**config.mk**
```make
export PLATFORM = sky130hd
export DESIGN_NAME = series_ctrl
export DESIGN_NICKNAME = d
export VERILOG_FILES = /design/src/rtl/series_ctrl.sv
export SDC_FILE = /design/constraint.sdc
export NUM_CORES = 1
export LEC_CHECK = 0
export CORE_AREA = 4 4 41 43
export CTS_CLUSTER_SIZE = 10
export DETAILED_ROUTE_END_ITERATION = 10
export DIE_AREA = 0 0 45 47
export HOLD_SLACK_MARGIN = 0.02
export PLACE_DENSITY = 0.54
export SLEW_MARGIN = 15
export SYNTH_ARGS = -nofsm -noshare
export SYNTH_HDL_FRONTEND = slang
export SYNTH_SLANG_ARGS = --single-unit
```
**constraint.sdc**
```tcl
create_clock -name clk -period 2.7 [get_ports clk]
set_input_delay 0.54 -clock clk [delete_from_list [all_inputs] [get_ports clk]]
set_output_delay 0.54 -clock clk [all_outputs]
set_load 0.02 [all_outputs]
```
**src/rtl/series_ctrl.sv**
```systemverilog
// -----------------------------------------------------------------------------
// series_ctrl
//
// Sequencer for the iterative term/accumulate datapath. A run clears the
// iteration counter and accumulator, loads the operand, then performs eight
// multiply/accumulate iterations. Each iteration launches the shared
// multiplier and waits for it: on the mul_done pulse when MUL_LAT = 0, or for
// exactly MUL_LAT cycles when MUL_LAT = 1..15. A run ends when the counter
// reports carryout.
//
// Handshake semantics: mul_start is a single-cycle launch with no
// back-pressure. mul_done is a result-valid pulse that is only accepted in
// MWAIT with MUL_LAT = 0; at any other time it has no effect. start is a
// level request sampled in IDLE and must drop before a new run can begin, so
// a held start yields exactly one run.
//
// Ports
//   clk        : clock, all state on the rising edge
//   rst        : asynchronous active-low reset (0 = reset), forces IDLE
//   start      : run request, level-sampled in IDLE
//   abort      : synchronous abandon of the current run (ignored in IDLE)
//   carryout   : registered carry from the iteration counter
//   mul_done   : multiplier result valid
//   initcnt    : clear the iteration counter
//   encnt      : advance the iteration counter
//   ldx        : load the operand register
//   clracc     : clear the accumulator
//   mul_start  : one-cycle multiplier launch
//   ldterm     : latch the multiplier product as the new term
//   ldacc      : accumulate the term
//   ready      : controller is in IDLE
//   done       : run complete
//   dbg_state  : current FSM state encoding, for observation only
// -----------------------------------------------------------------------------
module series_ctrl #(
  parameter int unsigned MUL_LAT = 0
) (
  input  logic       clk,
  input  logic       rst,
  input  logic       start,
  input  logic       abort,
  input  logic       carryout,
  input  logic       mul_done,
  output logic       initcnt,
  output logic       encnt,
  output logic       ldx,
  output logic       clracc,
  output logic       mul_start,
  output logic       ldterm,
  output logic       ldacc,
  output logic       ready,
  output logic       done,
  output logic [2:0] dbg_state
);

  typedef enum logic [2:0] {
    S_IDLE  = 3'd0,
    S_INIT  = 3'd1,
    S_MUL   = 3'd2,
    S_MWAIT = 3'd3,
    S_ACC   = 3'd4,
    S_CHECK = 3'd5,
    S_DONE  = 3'd6
  } state_t;

  // Wait-counter value on the last MWAIT cycle in fixed-latency mode.
  localparam logic [3:0] LAT_LAST = 4'(MUL_LAT - 1);

  state_t     state_q, state_d;
  logic [3:0] wait_q, wait_d;
  logic       mul_ready;

  // State register and wait counter.
  always_ff @(posedge clk or negedge rst) begin
    if (!rst) begin
      state_q <= S_IDLE;
      wait_q  <= 4'd0;
    end else begin
      state_q <= state_d;
      wait_q  <= wait_d;
    end
  end

  // Multiplier result is available in the current MWAIT cycle.
  always_comb begin
    if (MUL_LAT == 0) mul_ready = mul_done;
    else              mul_ready = (wait_q == LAT_LAST);
  end

  // Next-state logic.
  always_comb begin
    state_d = state_q;
    wait_d  = wait_q;
    case (state_q)
      S_IDLE:  if (start) state_d = S_INIT;
      S_INIT:  state_d = S_MUL;
      S_MUL: begin
        state_d = S_MWAIT;
        wait_d  = 4'd0;
      end
      S_MWAIT: begin
        wait_d = wait_q + 4'd1;
        if (mul_ready) state_d = S_ACC;
      end
      S_ACC:   state_d = S_CHECK;
      // carryout already reflects the encnt issued in ACC.
      S_CHECK: state_d = carryout ? S_DONE : S_MUL;
      S_DONE:  if (!start) state_d = S_IDLE;
      default: state_d = S_IDLE;
    endcase
    // Abort overrides everything except IDLE, where start keeps priority.
    if (abort && (state_q != S_IDLE)) state_d = S_IDLE;
  end

  // Moore output decode: strobes depend on the state register only.
  always_comb begin
    initcnt   = 1'b0;
    encnt     = 1'b0;
    ldx       = 1'b0;
    clracc    = 1'b0;
    mul_start = 1'b0;
    ldterm    = 1'b0;
    ldacc     = 1'b0;
    ready     = 1'b0;
    done      = 1'b0;
    case (state_q)
      S_IDLE:  ready = 1'b1;
      S_INIT: begin
        initcnt = 1'b1;
        clracc  = 1'b1;
        ldx     = 1'b1;
      end
      S_MUL:   mul_start = 1'b1;
      S_ACC: begin
        ldterm = 1'b1;
        ldacc  = 1'b1;
        encnt  = 1'b1;
      end
      S_DONE:  done = 1'b1;
      default: ;
    endcase
  end

  assign dbg_state = state_q;

endmodule

```
After elaboration in Yosys (flattened, before gate mapping)
Index checks and enable logic that the tools add are counted.
{ "op_classes": {"n_mux": 11, "reduce_logical": 4, "eq_ne": 9} }
{ "op_table": {"columns": ["op", "count"], "rows": [
  ["$pmux W3 S7", 1],
  ["$mux W3", 5],
  ["$eq A3 B3 Y1 const B", 3],
  ["$ne A3 B3 Y1 const B", 3],
  ["$eq A3 B2 Y1 const B", 2],
  ["$mux W1", 5],
  ["$eq A3 B1 Y1 const B", 1],
  ["$logic_not A3 Y1", 1],
  ["$reduce_and A3 Y1", 1],
  ["$reduce_bool A3 Y1", 1],
  ["$logic_and A1 B1 Y1", 1]
]} }
{ "totals": {"inputBits": 6, "output_inout_bits": 12, "wordCells": 25, "register_bits": 3} }

Logic depth before layout (Yosys ltp)
Gate-level depths: netlist (run 1).
{ "logic_depth": {"depth_word": 4, "depth_mapped": 5, "mapped_depth_nobuf": 3} }

Worst setup path before layout (run 1)
OpenSTA, ideal clock, no wires.
{ "synth_path": {"kind": "reg-to-output", "start": "register state_q[2] (netlist: dbg_state[2])", "end": "output initcnt", "required_ns": 2.160, "t_arrival_ns": 1.266, "stages_incl_launch_ff": 4, "slack_ns": 0.894, "path_buffers": 2, "cell_sequence": "dfrtp_1 -> buf_2 -> nor3b_2 -> buf_4"} }
{ "synth_between": {"elab_chain_len": 2} }
{ "synth_rtl": {"columns": ["element", "line", "rtl"], "rows": [
  ["start: declaration", "69", "state_t state_q, state_d;"],
  ["start signal: assignment", "79", "state_q <= state_d;"],
  ["$eq A3 B1 Y1", null, null],
  ["$mux W1", null, null],
  ["end: declaration", "44", "output logic initcnt,"]
]} }
Every way passes these cells.

Worst setup path in the final report (run 1)
{ "layout_path": {"start": "register state_q[0] (netlist: dbg_state[0])", "end": "output initcnt"} }
{ "layout_between": {"elab_chain_len": 2} }
{ "layout_rtl": {"columns": ["element", "line", "rtl"], "rows": [
  ["$eq A3 B1 Y1", "126", "case (state_q)"],
  ["$mux W1", "126", null]
]} }
Every way passes these cells.

==> impl_metrics.json, run 1 <==
{
  "maxCapViolations": 0,
  "setup_crit_path_kind": "reg -> out",
  "initial_core_util_pct": 21.3,
  "die_h_um": 47,
  "via_per_inst": 4.40,
  "clockRootBuffer": "clkbuf_4",
  "worst_skew_pair.late_latency_ps": 230,
  "fmaxAchievable_mhz": 435,
  "nNetsFinal": 50,
  "multi_input_comb_area_um2": 145,
  "flip_flop_count_of_the_largest_register_all_copies_and_words_added": 3,
  "hold_violations": 0,
  "diodes": 0,
  "post_synth_instance_area_um2": 278,
  "post_synth_num_cell_types": 22,
  "clock_path_buffers": 2,
  "floorplan.die_area_mm2": 0.00212,
  "post_cts.resized_instances": 0,
  "ctsHoldBuffers": 0,
  "cts_made_buffers": 3,
  "hold_path.class": "in -> async",
  "cp.required_ps": 2160,
  "total_of_flip_flops_plus_latches_after_synthesis": 3,
  "core.rowCount": 13,
  "grt_first_pass_wirelength_mm": 1.06,
  "synthesis.nets": 35,
  "mostFrequentLayoutCell": "clkdlybuf4s50_1",
  "route.antenna.remaining_nets": 0,
  "maxSlewViolCount": 0,
  "areaGrowthSynthToFinish_pct": 58.1,
  "postLayoutSetupSlackWorst_ps": 400,
  "relative_slew_slack_pct": 71.6,
  "critical_path.max_stage_delay_ps": 640,
  "post_synth_main_area_contributors": "dfrtp_1 (27%), buf_4 (14%), nor2b_4 (5.0%)",
  "synth_top_area_share_pct": 27.0,
  "fin_worst_skew_ps": 2.76,
  "syn_inst": 29,
  "hpwlAfterDp_um": 518,
  "part_of_the_yosys_area_used_for_sequential_elements_pct": 27.0,
  "cts_sinks": 3,
  "layout-drive-gt1-share_pct": 23.3,
  "critical_path.endpoint_type": "output pin",
  "setup_repair_after_global_routing_missed_its_margin": "no",
  "gp_routability_congestion": 0.664,
  "fillers": 138,
  "globalRouteOverflowTotal": 0,
  "sequential_cell_area_um2": 75.1,
  "ys.warnings.count": 0,
  "worstMarginPinSlew_ps": 425,
  "cts_tree": "built",
  "power_density_mw_per_mm2": 858,
  "worst_setup_hold_path_clk_slew_ps": 40,
  "htree_levels": 1,
  "post-cts-setup-buffers": 0,
  "setup.worst_path.start_class": "flop",
  "run_status": "completed",
  "coreArea_mm2": 0.00130,
  "drt-total-wl_um": 680,
  "cp_cell_sequence": "nor3b_2 > clkdlybuf4s50_1",
  "die_width_um": 45,
  "power.ir.vdd_worst_mv": 0.162,
  "yosys.area.top_type": "dfrtp_1",
  "place_ws_ps": 614,
  "via_count_of_the_first_global_routing_pass": 261,
  "setup_tns_ps": 0,
  "io_buffers": 17,
  "drt_pass1_iterations": 4,
  "1st_iter_drt_viols": 4,
  "p_leak_nw": 0.171,
  "wire_per_inst_um": 11.7,
  "vias": 255,
  "slowest_stage_cell_on_the_critical_path": "clkdlybuf4s50_1",
  "groute.usage.overall_pct": 7.45,
  "critPathArrivalTime_ps": 1760,
  "grt_max_degree": 12,
  "final.min_clock_period_ps": 2300,
  "initial_antenna_violation_count": 0,
  "route.detailed.drc": 0,
  "post_synth.cell_area_avg_um2": 9.58,
  "layout_common_cells": "clkdlybuf4s50_1 (17), clkbuf_4 (3), dfrtp_1 (3), nand2_1 (2)",
  "timing.critical_path.fanout_max": 11,
  "post-route-period-util_pct": 85.2,
  "design.portCount": 18,
  "setup_viol_count_final": 0
}
==> path summary, 6_finish.rpt <==
path	endpoint	cells after the start	startpoint	slack [ps]
max	initcnt	2	dbg_state[0]$_DFFE_PN0P_	400
min	dbg_state[0]$_DFFE_PN0P_	1	rst	490
max reg2reg	dbg_state[0]$_DFFE_PN0P_	3	dbg_state[0]$_DFFE_PN0P_	1610
min reg2reg	dbg_state[0]$_DFFE_PN0P_	1	dbg_state[2]$_DFFE_PN0P_	710
max in group asynchronous	dbg_state[1]$_DFFE_PN0P_	1	rst	2070
min in group clk	dbg_state[0]$_DFFE_PN0P_	1	dbg_state[2]$_DFFE_PN0P_	710
==> power breakdown <==
part | internal [mW] | switching [mW] | leakage, nW | total, mW
clock | 0.0554 | 0.0227 | 0.0150 | 0.0780
combinational | 0.109 | 0.0951 | 0.117 | 0.204
sequential | 0.0554 | 0.0391 | 0.0392 | 0.0945
total | 0.220 | 0.157 | 0.171 | 0.377
==> worst max-delay path, delay by kind of cell (launching register included) <==
kind | cells | cell delay (ps)
simple gates | 1 | 290
buf+inv | 1 | 640
flops | 1 | 590
==> cell usage after synthesis <==
library cell  count
a21oi_2           1
nand2b_1          1
inv_1             1
nand2_1           2
a21oi_1           1
nor3b_1           1
o22ai_1           1
nand4b_1          1
a211oi_2          1
buf_6             1
buf_2             1
a31oi_1           1
dfrtp_1           3
nor2b_4           1
mux2i_1           1
nand3b_1          1
nor2_4            1
buf_4             5
nor2_2            1
nor3b_2           1
nor3_1            1
and3b_2           1
==> routing by layer <==
| layer | GRT usage, % | wire [um] |
|---|---|---|
| met5 | 0 | 0 |
| met1 | 6.88 | 273 |
| met2 | 11.6 | 332 |
| met3 | 4.21 | 74 |
| met4 | 7.02 | 0 |
==> stage by stage <==
step / instance area [um^2] / utilization, % / total power, mW / hold slack [ps] / cells
2_1_floorplan: 278 / - / 0.236 / 244 / 29
3_3_place_gp: 413 / 31.7 / 0.300 / 677 / 54
3_5_place_dp: 413 / 31.7 / 0.302 / 684 / 54
4_1_cts: 439 / 33.8 / 0.383 / 487 / 58
5_1_grt: 439 / 33.8 / 0.404 / 489 / 58
6_report: 439 / 33.8 / 0.377 / 491 / 58
==> area by class of cell <==
| cell class | count | area share, % |
|---|---|---|
| Clock buffer | 4 | 5.98 |
| Multi-Input combinational cell | 18 | 33.0 |
| Tap cell | 15 | 4.27 |
| Sequential cell | 3 | 17.1 |
| Timing Repair Buffer | 17 | 38.7 |
| Inverter | 1 | 0.855 |
==> cell families after synthesis <==
group	Yosys count	share of synthesized area (%)
AND/OR/NAND/NOR	12	34.7
buffers and inverters	8	20.7
AO/OA/AOI/OAI	5	14.0
flip-flops	3	27.0
multiplexers	1	3.60
No activity file was read; power rests on OpenSTA's default activity.
==> run 2, diff against run 1 <==
- CAP_MARGIN: default -> 40
==> results of run 2 <==
The final DEF is identical to that of run 1; final timing and power are the same.
